File: src/rtl/spi_arb_pkg.sv
// Shared types and constants for the SPI transaction arbiter.
package spi_arb_pkg;

  typedef enum logic [1:0] {
    IDLE  = 2'd0,
    ISSUE = 2'd1,
    WAIT  = 2'd2,
    RESP  = 2'd3
  } arb_state_e;

  localparam logic [1:0] CS_INVALID = 2'd3;
  localparam int         NUM_SLAVES = 3;
  localparam int         DATA_W     = 8;
  localparam int         ADDR_W     = 8;

endpackage

File: src/rtl/spi_rr_pick.sv
// Combinational round-robin selector: first set request at or above ptr_i,
// wrapping modulo N_REQ.
module spi_rr_pick #(
  parameter int N_REQ = 3,
  parameter int IDX_W = $clog2(N_REQ)
) (
  input  logic [N_REQ-1:0] req_i,
  input  logic [IDX_W-1:0] ptr_i,
  output logic [N_REQ-1:0] pick_o,
  output logic [IDX_W-1:0] idx_o,
  output logic             any_o
);

  logic [2*N_REQ-1:0] rot;
  int                 pos;

  // Rotate the doubled request vector so offset 0 is ptr_i, then take the lowest offset.
  always_comb begin
    rot    = {req_i, req_i} >> ptr_i;
    pos    = 0;
    idx_o  = '0;
    pick_o = '0;
    any_o  = |req_i;
    for (int k = N_REQ - 1; k >= 0; k--) begin
      if (rot[k]) begin
        pos = int'(ptr_i) + k;
        if (pos >= N_REQ) begin
          pos = pos - N_REQ;
        end else begin
          pos = pos;
        end
        idx_o = IDX_W'(pos);
      end else begin
        idx_o = idx_o;
      end
    end
    if (any_o) begin
      pick_o = {{(N_REQ-1){1'b0}}, 1'b1} << idx_o;
    end else begin
      pick_o = '0;
    end
  end

endmodule

File: src/rtl/spi_txn_arbiter.sv
// Round-robin arbiter sharing one SPI master between N_REQ requesters; issues
// one transaction at a time and returns status/read data to the winner.
module spi_txn_arbiter
  import spi_arb_pkg::*;
#(
  parameter int N_REQ   = 3,
  parameter int TIMEOUT = 1023
) (
  input  logic                    clk,
  input  logic                    reset,
  input  logic [N_REQ-1:0]        req,
  input  logic [N_REQ-1:0]        req_write,
  input  logic [2*N_REQ-1:0]      req_cs,
  input  logic [ADDR_W*N_REQ-1:0] req_addr,
  input  logic [DATA_W*N_REQ-1:0] req_wdata,
  output logic [N_REQ-1:0]        gnt,
  output logic [N_REQ-1:0]        done,
  output logic                    err,
  output logic [DATA_W-1:0]       rdata,
  output logic                    busy,
  output logic                    m_start,
  output logic                    m_write,
  output logic [ADDR_W-1:0]       m_addr,
  output logic [DATA_W-1:0]       m_data,
  output logic [NUM_SLAVES-1:0]   m_cs,
  output logic                    m_abort,
  input  logic                    m_done,
  input  logic [DATA_W-1:0]       m_rdata
);

  localparam int               IDX_W     = $clog2(N_REQ);
  localparam int               CNT_W     = $clog2(TIMEOUT + 1);
  localparam logic [CNT_W-1:0] CNT_LIMIT = CNT_W'(TIMEOUT);

  arb_state_e            state_q, state_d;
  logic [IDX_W-1:0]      rr_ptr_q, rr_ptr_d;
  logic [IDX_W-1:0]      gidx_q, gidx_d;
  logic                  wr_q, wr_d;
  logic [1:0]            cs_q, cs_d;
  logic [ADDR_W-1:0]     addr_q, addr_d;
  logic [DATA_W-1:0]     wdata_q, wdata_d;
  logic [CNT_W-1:0]      cnt_q, cnt_d, cnt_inc;
  logic [N_REQ-1:0]      gnt_q, gnt_d;
  logic [N_REQ-1:0]      done_q, done_d;
  logic                  err_q, err_d;
  logic [DATA_W-1:0]     rdata_q, rdata_d;
  logic                  busy_q, busy_d;
  logic                  m_start_q, m_start_d;
  logic                  m_write_q, m_write_d;
  logic [ADDR_W-1:0]     m_addr_q, m_addr_d;
  logic [DATA_W-1:0]     m_data_q, m_data_d;
  logic [NUM_SLAVES-1:0] m_cs_q, m_cs_d;
  logic                  m_abort_q, m_abort_d;

  logic [N_REQ-1:0]      pick_oh;
  logic [IDX_W-1:0]      pick_idx;
  logic                  pick_any;

  spi_rr_pick #(
    .N_REQ (N_REQ),
    .IDX_W (IDX_W)
  ) u_pick (
    .req_i  (req),
    .ptr_i  (rr_ptr_q),
    .pick_o (pick_oh),
    .idx_o  (pick_idx),
    .any_o  (pick_any)
  );

  // Counter value after this WAIT cycle; abort fires when it reaches TIMEOUT,
  // so m_abort rises exactly TIMEOUT cycles after m_start.
  assign cnt_inc = cnt_q + CNT_W'(1);

  // Next-state and registered-output computation.
  always_comb begin
    state_d   = state_q;
    rr_ptr_d  = rr_ptr_q;
    gidx_d    = gidx_q;
    wr_d      = wr_q;
    cs_d      = cs_q;
    addr_d    = addr_q;
    wdata_d   = wdata_q;
    cnt_d     = cnt_q;
    gnt_d     = gnt_q;
    done_d    = '0;
    err_d     = err_q;
    rdata_d   = rdata_q;
    m_start_d = 1'b0;
    m_abort_d = 1'b0;
    m_write_d = m_write_q;
    m_addr_d  = m_addr_q;
    m_data_d  = m_data_q;
    m_cs_d    = m_cs_q;
    case (state_q)
      IDLE: begin
        if (pick_any) begin
          state_d = ISSUE;
          gidx_d  = pick_idx;
          gnt_d   = pick_oh;
          for (int i = 0; i < N_REQ; i++) begin
            if (pick_oh[i]) begin
              wr_d    = req_write[i];
              cs_d    = req_cs[2*i +: 2];
              addr_d  = req_addr[ADDR_W*i +: ADDR_W];
              wdata_d = req_wdata[DATA_W*i +: DATA_W];
            end else begin
              wr_d = wr_d;
            end
          end
        end else begin
          gnt_d = '0;
        end
      end
      ISSUE: begin
        cnt_d = '0;
        if (cs_q == CS_INVALID) begin
          state_d = RESP;
          done_d  = gnt_q;
          err_d   = 1'b1;
          rdata_d = '0;
        end else begin
          state_d   = WAIT;
          m_start_d = 1'b1;
          m_write_d = wr_q;
          m_addr_d  = addr_q;
          m_data_d  = wdata_q;
          m_cs_d    = {{(NUM_SLAVES-1){1'b0}}, 1'b1} << cs_q;
        end
      end
      WAIT: begin
        if (m_done) begin
          state_d = RESP;
          done_d  = gnt_q;
          err_d   = 1'b0;
          rdata_d = wr_q ? '0 : m_rdata;
          m_cs_d  = '0;
        end else if (cnt_inc == CNT_LIMIT) begin
          state_d   = RESP;
          done_d    = gnt_q;
          err_d     = 1'b1;
          rdata_d   = '0;
          m_abort_d = 1'b1;
          m_cs_d    = '0;
        end else begin
          cnt_d = cnt_inc;
        end
      end
      RESP: begin
        state_d  = IDLE;
        gnt_d    = '0;
        err_d    = 1'b0;
        rdata_d  = '0;
        rr_ptr_d = (gidx_q == IDX_W'(N_REQ - 1)) ? '0 : gidx_q + IDX_W'(1);
      end
      default: begin
        state_d = IDLE;
        gnt_d   = '0;
      end
    endcase
    busy_d = (state_d != IDLE);
  end

  // State, latches and output registers.
  always_ff @(posedge clk or negedge reset) begin
    if (!reset) begin
      state_q   <= IDLE;
      rr_ptr_q  <= '0;
      gidx_q    <= '0;
      wr_q      <= 1'b0;
      cs_q      <= 2'd0;
      addr_q    <= '0;
      wdata_q   <= '0;
      cnt_q     <= '0;
      gnt_q     <= '0;
      done_q    <= '0;
      err_q     <= 1'b0;
      rdata_q   <= '0;
      busy_q    <= 1'b0;
      m_start_q <= 1'b0;
      m_write_q <= 1'b0;
      m_addr_q  <= '0;
      m_data_q  <= '0;
      m_cs_q    <= '0;
      m_abort_q <= 1'b0;
    end else begin
      state_q   <= state_d;
      rr_ptr_q  <= rr_ptr_d;
      gidx_q    <= gidx_d;
      wr_q      <= wr_d;
      cs_q      <= cs_d;
      addr_q    <= addr_d;
      wdata_q   <= wdata_d;
      cnt_q     <= cnt_d;
      gnt_q     <= gnt_d;
      done_q    <= done_d;
      err_q     <= err_d;
      rdata_q   <= rdata_d;
      busy_q    <= busy_d;
      m_start_q <= m_start_d;
      m_write_q <= m_write_d;
      m_addr_q  <= m_addr_d;
      m_data_q  <= m_data_d;
      m_cs_q    <= m_cs_d;
      m_abort_q <= m_abort_d;
    end
  end

  assign gnt     = gnt_q;
  assign done    = done_q;
  assign err     = err_q;
  assign rdata   = rdata_q;
  assign busy    = busy_q;
  assign m_start = m_start_q;
  assign m_write = m_write_q;
  assign m_addr  = m_addr_q;
  assign m_data  = m_data_q;
  assign m_cs    = m_cs_q;
  assign m_abort = m_abort_q;

endmodule
File: config.mk
export PLATFORM = sky130hd
export DESIGN_NAME = spi_txn_arbiter
export DESIGN_NICKNAME = d
export VERILOG_FILES = /design/src/rtl/spi_arb_pkg.sv /design/src/rtl/spi_rr_pick.sv /design/src/rtl/spi_txn_arbiter.sv
export SDC_FILE = /design/constraint.sdc
export NUM_CORES = 1
export LEC_CHECK = 0
export ABC_AREA = 1
export CAP_MARGIN = 30
export CORE_ASPECT_RATIO = 1.5
export CORE_MARGIN = 2
export CORE_UTILIZATION = 35
export DETAILED_ROUTE_END_ITERATION = 7
export MAX_ROUTING_LAYER = met4
export SKIP_CTS_REPAIR_TIMING = 1
export SLEW_MARGIN = 30
export SYNTH_ARGS = -nofsm -noshare
export SYNTH_HDL_FRONTEND = slang
export SYNTH_SLANG_ARGS = --single-unit
export TNS_END_PERCENT = 100
File: constraint.sdc
create_clock -name clk -period 2.13 [get_ports clk]
set_clock_uncertainty 0.2 [all_clocks]
set_input_delay 0.3195 -clock clk [delete_from_list [all_inputs] [get_ports clk]]
set_output_delay 0.3195 -clock clk [all_outputs]
set_load 0.01 [all_outputs]
### After elaboration in Yosys (flattened, before gate mapping)

Cells that the tools add are included.

* register bits after elaboration: 73
* word-level logic and storage cells: 109

* order comparisons: 3
* eq/ne operators: 11
* $add $sub $neg: 7
* shifts and indexed selects: 3
* reduce and logical (&&, ||, !) cells: 13
* muxes and demuxes: 52
* bitwise logic cells: 1

Operator list (count)
* 8-bit 2-to-1 mux: 10
* 2-bit 2-to-1 mux: 13
* 3-bit 2-to-1 mux: 8
* 8-bit one-hot mux with 3 select lines: 1
* 10-bit 2-to-1 mux: 2
* 10-bit one-hot mux with 2 select lines: 1
* 3-bit one-hot mux with 2 select lines: 3
* 1-bit 2-to-1 mux: 12
* 3-bit AND reduction: 4
* 10-bit by 1-bit adder with 10-bit output (second input constant): 1
* 10-bit equality test (second input constant): 1
* 2-bit equality test (second input constant): 4
* 2-bit != test (second input constant): 4
* 2-bit one-hot mux with 4 select lines: 1
* 3-bit by 2-bit greater-or-equal comparator with 1-bit output (second input constant): 2
* 2-bit nonzero test: 3
* 3-bit nonzero test: 2
* 1-bit by 2-bit << shifter with 3-bit output (first input constant): 2
* 6-bit by 2-bit >> shifter with 3-bit output: 1
* 2-bit AND reduction: 2
* 2-bit by 1-bit subtractor with 2-bit output (second input constant): 2
* 2-bit by 1-bit adder with 3-bit output (second input constant): 1
* 2-bit by 2-bit adder with 3-bit output (second input constant): 1
* 3-bit != test (second input constant): 1
* 8 further kinds: 8

### Longest topological paths before layout

Gate-level depths: netlist of run 1.

* word-level depth: 11
* mapped depth: 17
* depth with buffers taken out: 15

### Modules after synthesis

A second synthesis of run 1 with hierarchy kept.

* cell total of the unflattened synthesis: 461
* area, all modules: 3856.2 µm²

By module, submodules not included
* spi_txn_arbiter: seq. area each 1826.8 µm², area each 3550.9 µm², cells an instance 415, times used 1
* spi_rr_pick: seq. area each 0.0 µm², area each 305.3 µm², cells an instance 46, times used 1

### Worst setup path before layout of run 1

OpenSTA, ideal clock, no wires.

* path type: reg2reg
* start point: register cnt_q[0]
* end point: register m_cs_q[2], in the netlist m_cs[2]
* stages on the path, launching flop included: 15
* period minus slack after synthesis: 2.036 ns
* arrival time: 1.715 ns
* required time: 1.809 ns
* slack: 0.094 ns
* setup time: 0.121 ns
* path through: dfrtp_1 > ha_1 > nand2_1 > inv_1 > nand2_1 > nand2_1 > nor2_1 > nand3_1 > nor2_1 > nand3_1 > nand2_2 > buf_4 > nand3_2 > nand2_1 > o21ai_1

* word-level cells in the longest chain between the ends: 4

RTL lines
* start, declared: line spi_txn_arbiter.sv:42 `logic [CNT_W-1:0] cnt_q, cnt_d, cnt_inc;`
* start signal, assigned: line spi_txn_arbiter.sv:193 `cnt_q <= cnt_d;`
* 10-bit by 1-bit adder with 10-bit output: line spi_txn_arbiter.sv:72 `assign cnt_inc = cnt_q + CNT_W'(1);`
* 10-bit equality test: line spi_txn_arbiter.sv:137 `end else if (cnt_inc == CNT_LIMIT) begin`
* 3-bit != test (no line)
* 3-bit AND reduction (no line)
* end signal, assigned: line spi_txn_arbiter.sv:203 `m_cs_q <= m_cs_d;`
* end, declared: line spi_txn_arbiter.sv:52 `logic [NUM_SLAVES-1:0] m_cs_q, m_cs_d;`

No other way between the ends.
A chain may end at the register's enable or synchronous reset.

### Final worst setup path of run 1

* start point: register rr_ptr_q[0]
* end point: register addr_q[4]

* word-level cells in the longest chain between the ends: 10
* elaborated cells between the ends (all ways): 21

RTL lines
* start, declared: line spi_txn_arbiter.sv:36 `logic [IDX_W-1:0] rr_ptr_q, rr_ptr_d;`
* start signal, assigned: line spi_txn_arbiter.sv:187 `rr_ptr_q <= rr_ptr_d;`
* 2-bit by 2-bit adder with 3-bit output: line spi_rr_pick.sv:26 `pos = int'(ptr_i) + k;`
* 3-bit by 2-bit greater-or-equal comparator with 1-bit output or 2-bit by 1-bit subtractor with 2-bit output (tied branches): line spi_rr_pick.sv:27, spi_rr_pick.sv:28
* 2-bit 2-to-1 mux: line spi_rr_pick.sv:27 `if (pos >= N_REQ) begin`
* 2-bit 2-to-1 mux (2 in series): line spi_rr_pick.sv:25 `if (rot[k]) begin`
* 2-bit 2-to-1 mux *: line spi_rr_pick.sv:25
* 1-bit by 2-bit << shifter with 3-bit output *: line spi_rr_pick.sv:38 `pick_o = {{(N_REQ-1){1'b0}}, 1'b1} << idx_o;`
* 3-bit 2-to-1 mux *: line spi_rr_pick.sv:37 `if (any_o) begin`
* 3-bit nonzero test (no line) or 8-bit 2-to-1 mux (tied branches)
* 3-bit AND reduction (no line) or 8-bit 2-to-1 mux (tied branches)
* end signal, assigned: line spi_txn_arbiter.sv:191 `addr_q <= addr_d;`
* end, declared: line spi_txn_arbiter.sv:40 `logic [ADDR_W-1:0] addr_q, addr_d;`

Mark *: on every way between the ends. The rest lies on a longest branch, timed or not.

==> results.py, run 1 <==
metrics = {
    "place": {
        "gp_congestion": 0.875,
        "dp_hpwl_mm": 8.34,
        "portBuffers": 108,
        "pre_cts_slack_ns": -0.376,
    },
    "pwr": {
        "power_density_nw_per_um2": 1610,
        "leakagePower_nw": 3.17,
        "ir_drop_uv": 1120,
        "total_power_w": 0.0103,
    },
    "finish": {
        "multi_input_area_um2": 2230,
        "seqCellArea_um2": 1830,
        "antenna_cells": 0,
        "nNetsFinal": 784,
        "area_growth_pct": 54.6,
        "drive_above_1_share": 0.241,
        "fillerInstances": 1097,
        "fin_util": 0.555,
    },
    "cts": {
        "cts_tree": "yes",
        "cts_buffer_depth": 2,
        "htreeDepth": 3,
        "cts.sinks": 73,
        "path_clk_slew_ns": 0.06,
        "numCtsBuffers": 9,
        "insertion_delay_ns": 0.33,
        "clock-root-buffer": "clkbuf_16",
    },
    "setup_path": {
        "crit_path_frequent_cell": "nand2_1",
        "cp_num_buf_inv": 3,
        "critical_path_arrival_ns": 2.22,
        "cp-end-kind": "flip-flop",
        "critPathKind": "reg2reg",
        "rr_endpoint": "addr_q[4]",
        "crit_chain": "buf_12 -> nand2_1 -> o21ai_4 -> o21ai_4 -> nand2_1 -> inv_2 -> nand2_1 -> nand2_4 -> nand2_4 -> clkbuf_16 -> nand2_1 -> nand3_1 -> nand2_1 -> nand2_1",
        "crit_slowest_cell": "dfrtp_2",
        "rr_worst_depth": 14,
        "cp-startpoint": "rr_ptr_q[0]",
        "worstPathRequired_ns": 2.16,
        "reg2reg_from": "rr_ptr_q[0]",
        "crit_cells": 14,
        "cpPeakStageDelay_ns": 0.45,
        "reg2reg_slack_ns": -0.06,
        "path_delay_family": "simple AND/OR/NAND/NOR gates",
        "setup.worst_path.end": "addr_q[4]",
        "start_kind": "flip-flop",
        "path_max_fanout": 10,
    },
    "sta": {
        "worstMarginPinSlew_ns": 0.463,
        "whs_ns": 0.251,
        "final.setup.worst_slack_ns": -0.0614,
        "rsz0062_at_grt": "true",
        "hold_viol_final": 0,
        "fin_crit_sh": 1.03,
        "setup_viol": 35,
        "fin_crit_ns": 2.19,
        "slew-limit-headroom": 0.690,
        "slew_violations": 0,
        "fmax_mhz": 456,
    },
    "route": {
        "finalWirelength_mm": 11.9,
        "route.detailed.drc": 0,
        "drtAntennaViolNets": 0,
        "first_pass_iters": 6,
        "vias": 4076,
        "viasPerCell": 4.75,
        "drt_iter0_markers": 149,
        "avgRoutedWirePerCell_um": 13.8,
    },
    "synth": {
        "synth_seq_cells": 73,
        "synth_cell_types": 33,
        "synthesis.area_um2": 4140,
        "synth_cells": 567,
        "synth_area_leader_cell": "dfrtp_1",
        "ys_warn_count": 0,
        "synth_top_area_frac": 0.441,
        "synth-seq-area-share": 0.441,
        "synth_nets": 647,
        "synth_area_per_cell_um2": 7.30,
        "yosys-top-cells-area": "dfrtp_1, nand2_1, nand3_1",
    },
    "global_route": {
        "gr-total-overflow": 0,
        "grt_pass1_vias": 3875,
        "grt_pass1_wl_mm": 17.5,
        "grt_util_all_layers": 0.177,
        "grt_max_degree": 48,
        "antenna_found_initial": 0,
    },
    "die": {
        "fp.dieH_um": 137,
        "io_pins": 109,
        "die_x_um": 92.8,
        "core_um2": 11500,
        "start_util": 0.359,
        "dieArea_um2": 12700,
        "rows": 48,
    },
    "outcome": {
        "violations": "setup timing",
        "status": "finished, violations left",
    },
    "hold_path": {
        "hold_class": "in2async",
    },
    "job": {
        "max_cap_violations": 0,
    },
}
how the worst min path moves through the flow:
| stage | depth (start not counted) | start | to | slack, ns |
|---|---|---|---|---|
| after global placement | 1 | reset | cnt_q[3] | 0.06 |
| after global routing | 2 | reset | cnt_q[3] | 0.28 |
| final | 2 | reset | cnt_q[7] | 0.25 |
| after detailed placement | 1 | reset | cnt_q[2] | 0.07 |
| after CTS | 1 | reset | cnt_q[5] | -0.29 |
| after floorplan | 0 | reset | addr_q[0] | -0.18 |
per-stage QoR:
step                      cells  area [um2]  setup TNS [ns]
after floorplan             567        4140               0
after global placement      830        5530           -5.72
after detailed placement    830        5530           -7.23
after CTS                   846        5880           -2.04
after global routing        859        6390           -6.10
final                       859        6390          -0.867
sequential cells by signal (all words and copies together) (netlist names), 8 cells and up:
register,count
cnt_q,10
addr_q,8
m_addr,8
m_data,8
rdata,8
wdata_q,8
metal layers:
layer  track usage  vias up  part of all wire
li1              -     2058                 -
met1         0.200     1884              0.41
met2         0.312      121              0.53
met3        0.0248       13             0.039
met4        0.0760        0             0.018
met5             -        -                 0
Yosys cell counts:
master      n
nor3_1      2
o21ai_2     3
nand4_1     5
buf_2      11
inv_2      14
buf_6       1
xnor2_1     1
ha_1        9
inv_4       1
clkinv_1    1
nand3b_1    1
o21ai_4     1
nand3_2     2
buf_8       1
nand2_4     1
inv_1      64
buf_4       5
nand2_2    18
o21ai_1    17
dfrtp_1    73
buf_12      1
nand3_1    76
a21oi_1     1
o21ai_0     7
clkbuf_1    3
o22ai_1     9
nand3_4     1
o21a_1      3
nor2_2      3
o211ai_1    2
nand2_1   210
nor2_1     19
or2_2       1
power breakdown:
part           internal (W)  total [W]  leakage (nW)  switching, W
Combinational       0.00266    0.00627          2.06       0.00361
Sequential          0.00194    0.00231         0.938      0.000379
Clock               0.00117    0.00174         0.166      0.000563
layout make-up:
type	count	share of cell area
Clock inverter	5	0.0160
Timing Repair Buffer	145	0.234
Multi-Input combinational cell	395	0.349
Clock buffer	11	0.0380
Sequential cell	73	0.286
Tap cell	150	0.0293
Inverter	80	0.0477
kinds of logic (layout without fill, tap and decap cells):
family	Yosys count	count (layout)	share of synthesized area
compound gates	43	44	0.0632
xor+xnor	1	1	0.00212
fa+ha+maj	9	9	0.0272
buf+inv	102	241	0.109
flops	73	73	0.441
simple gates	339	341	0.357
placed cells by master, fill, tap and decap left out, types with 3 or more instances in the layout:
cell type        instances
o22ai_1                  6
inv_2                   19
nand2_1                183
nand2_4                  6
nand4_1                  5
o21a_1                   3
o21ai_2                  6
dfrtp_1                 71
clkbuf_16               10
bufinv_16                3
buf_12                   7
buf_4                   22
nand3_1                 56
o21ai_0                  6
nor2_1                  13
o21ai_4                  5
buf_6                    6
inv_1                   58
clkdlybuf4s50_1        107
o21ai_1                 12
nand2_2                 38
nor2_2                   8
ha_1                     8
nand3_4                  3
nand3_2                 22
(Power assumes the default switching activity.)
==> run 2, diff against run 1 <==
clock period = 2.37 ns   (was 2.13 ns; I/O delays follow)
==> results.py, run 2 (same netlist as run 1, synthesis figures left out) <==
metrics = {
    "place": {
        "placed_area_um2": 5470,
        "gp_congestion": 0.838,
        "portBuffers": 108,
        "dp_hpwl_mm": 8.23,
    },
    "setup_path": {
        "cpPeakStageDelay_ns": 0.40,
        "reg2reg_from": "rr_ptr_q[0]",
        "path_delay_family": "simple AND/OR/NAND/NOR gates",
        "critical_path_arrival_ns": 2.20,
        "rr_endpoint": "addr_q[2]",
        "crit_chain": "buf_4 -> o21a_1 -> nand2_1 -> nand3_1 -> nand2_1 -> inv_2 -> nand2_1 -> nand2_2 -> nand2_4 -> nand2_8 -> buf_12 -> nand2_2 -> inv_2 -> nand2_1 -> nand2_1",
        "cp-end-kind": "flip-flop",
        "crit_path_frequent_cell": "nand2_1",
        "start_kind": "flip-flop",
        "reg2reg_slack_ns": 0.19,
        "crit_slowest_cell": "dfrtp_1",
        "path_max_fanout": 12,
        "rr_worst_depth": 15,
        "worstPathRequired_ns": 2.40,
        "cp_num_buf_inv": 4,
        "critPathKind": "reg2reg",
    },
    "route": {
        "drt_iter0_markers": 134,
        "first_pass_iters": 4,
        "vias": 3919,
        "drtAntennaViolNets": 0,
        "viasPerCell": 4.65,
        "route.detailed.drc": 0,
        "finalWirelength_mm": 10.8,
        "avgRoutedWirePerCell_um": 12.8,
    },
    "finish": {
        "layout_commonest_cell": "nand2_1",
        "registers.top_by_ff_count": "cnt_q",
        "mostFrequentLayoutCells": "nand2_1, clkdlybuf4s50_1, nand3_1, dfrtp_1, inv_1",
        "fillerInstances": 1143,
        "drive_above_1_share": 0.124,
        "area_growth_pct": 41.1,
        "antenna_cells": 0,
        "largest_reg_flops": 10,
        "nNetsFinal": 767,
        "fin_area_um2": 5840,
    },
    "pwr": {
        "power_density_nw_per_um2": 1410,
        "leakagePower_nw": 2.95,
        "internal_power_w": 0.00457,
        "power.share.clock": 0.167,
        "ir_drop_uv": 1050,
        "sw_frac_of_total": 0.443,
        "seq_power_share": 0.250,
        "p_comb_frac": 0.583,
        "p_switching_w": 0.00364,
        "total_power_w": 0.00821,
    },
    "sta": {
        "setup_viol": 0,
        "tns_ns": 0,
        "worstMarginPinSlew_ns": 0.557,
        "fmax_mhz": 459,
        "hold_viol_final": 0,
        "fin_crit_ns": 2.18,
        "rsz0062_at_grt": "false",
        "fin_crit_sh": 0.919,
        "slew-limit-headroom": 0.628,
        "slew_violations": 0,
    },
    "global_route": {
        "busiest_layer": "met2",
        "grt_max_degree": 43,
        "grt_pass1_wl_mm": 17.2,
        "use_met2": 0.297,
        "met1_usage": 0.210,
        "grt_pass1_vias": 3773,
        "gr-total-overflow": 0,
        "antenna_found_initial": 0,
        "grt_util_all_layers": 0.175,
        "grtUsageMet3": 0.0215,
    },
    "die": {
        "dieArea_um2": 12700,
        "rows": 48,
        "core_um2": 11500,
        "io_pins": 109,
        "die_x_um": 92.8,
        "start_util": 0.359,
        "fp.dieH_um": 137,
    },
    "cts": {
        "path_clk_slew_ns": 0.06,
        "numCtsBuffers": 9,
        "htreeDepth": 3,
        "cts_buffer_depth": 2,
        "insertion_delay_ns": 0.33,
        "clock-root-buffer": "clkbuf_16",
        "cts_tree": "yes",
        "cts.sinks": 73,
    },
    "hold_path": {
        "hold_class": "reg2reg",
        "hold_path_end": "m_addr[5]",
        "hold_depth": 2,
        "hp-start": "m_addr[5]",
    },
    "job": {
        "max_cap_violations": 0,
    },
    "outcome": {
        "status": "complete, no violations",
    },
}
-- run 2: final cells by class --
type                            instances  area (um2)  share of cell area
Sequential cell                        73        1830               0.313
Clock buffer                           12         256              0.0439
Multi-Input combinational cell        393        1900               0.326
Clock inverter                          4        51.3             0.00879
Timing Repair Buffer                  130        1310               0.225
Inverter                               80         303              0.0519
Tap cell                              150         188              0.0321
-- run 2: power groups by stage --
stage / Combinational (W) / Clock, W / Sequential (W)
final: 0.00478 / 0.00137 / 0.00205
after global routing: 0.00536 / 0.00146 / 0.00210
after CTS: 0.00472 / 0.00141 / 0.00205
after detailed placement: 0.00470 / 0 / 0.00207
after global placement: 0.00460 / 0 / 0.00205
after floorplan: 0.00312 / 0 / 0.00209
-- run 2: through the flow --
step | setup WS [ns] | utilization | cells | hold slack, ns
after floorplan | 0.334 | - | 567 | -0.140
after global placement | -0.148 | 0.474 | 823 | 0.190
after detailed placement | -0.194 | 0.474 | 823 | 0.190
after CTS | 0.131 | 0.501 | 839 | -0.166
after global routing | 0.0133 | 0.506 | 842 | 0.296
final | 0.192 | 0.506 | 842 | 0.274
-- run 2: worst max-delay path by stage --
stage	start	to	slack, ns	cells after the start
floorplan	cnt_q[0]	m_cs[2]	0.33	14
global placement	req[0]	addr_q[2]	-0.15	14
detailed placement	req[0]	addr_q[2]	-0.19	14
CTS	rr_ptr_q[0]	addr_q[2]	0.13	13
global route	cnt_q[0]	cnt_q[6]	0.01	14
finish	rr_ptr_q[0]	addr_q[2]	0.19	15
-- run 2: metal layers --
layer / vias to the layer above / wire (um)
met5: - / 0
met4: 0 / 201
met3: 16 / 413
met2: 105 / 5560
met1: 1784 / 4640
li1: 2014 / -
-- run 2: worst min-delay path: cells and delay by family (launching register included) --
| kind | cells | cell delay [ns] |
|---|---|---|
| flops | 1 | 0.34 |
| simple gates | 2 | 0.10 |
==> run 3, diff against run 2 <==
CAP_MARGIN = not set   (was 30)
CTS_CLUSTER_DIAMETER = 100   (was not set)
==> results of run 3 <==
No change in the layout: final DEF, timing and power equal those of run 2.
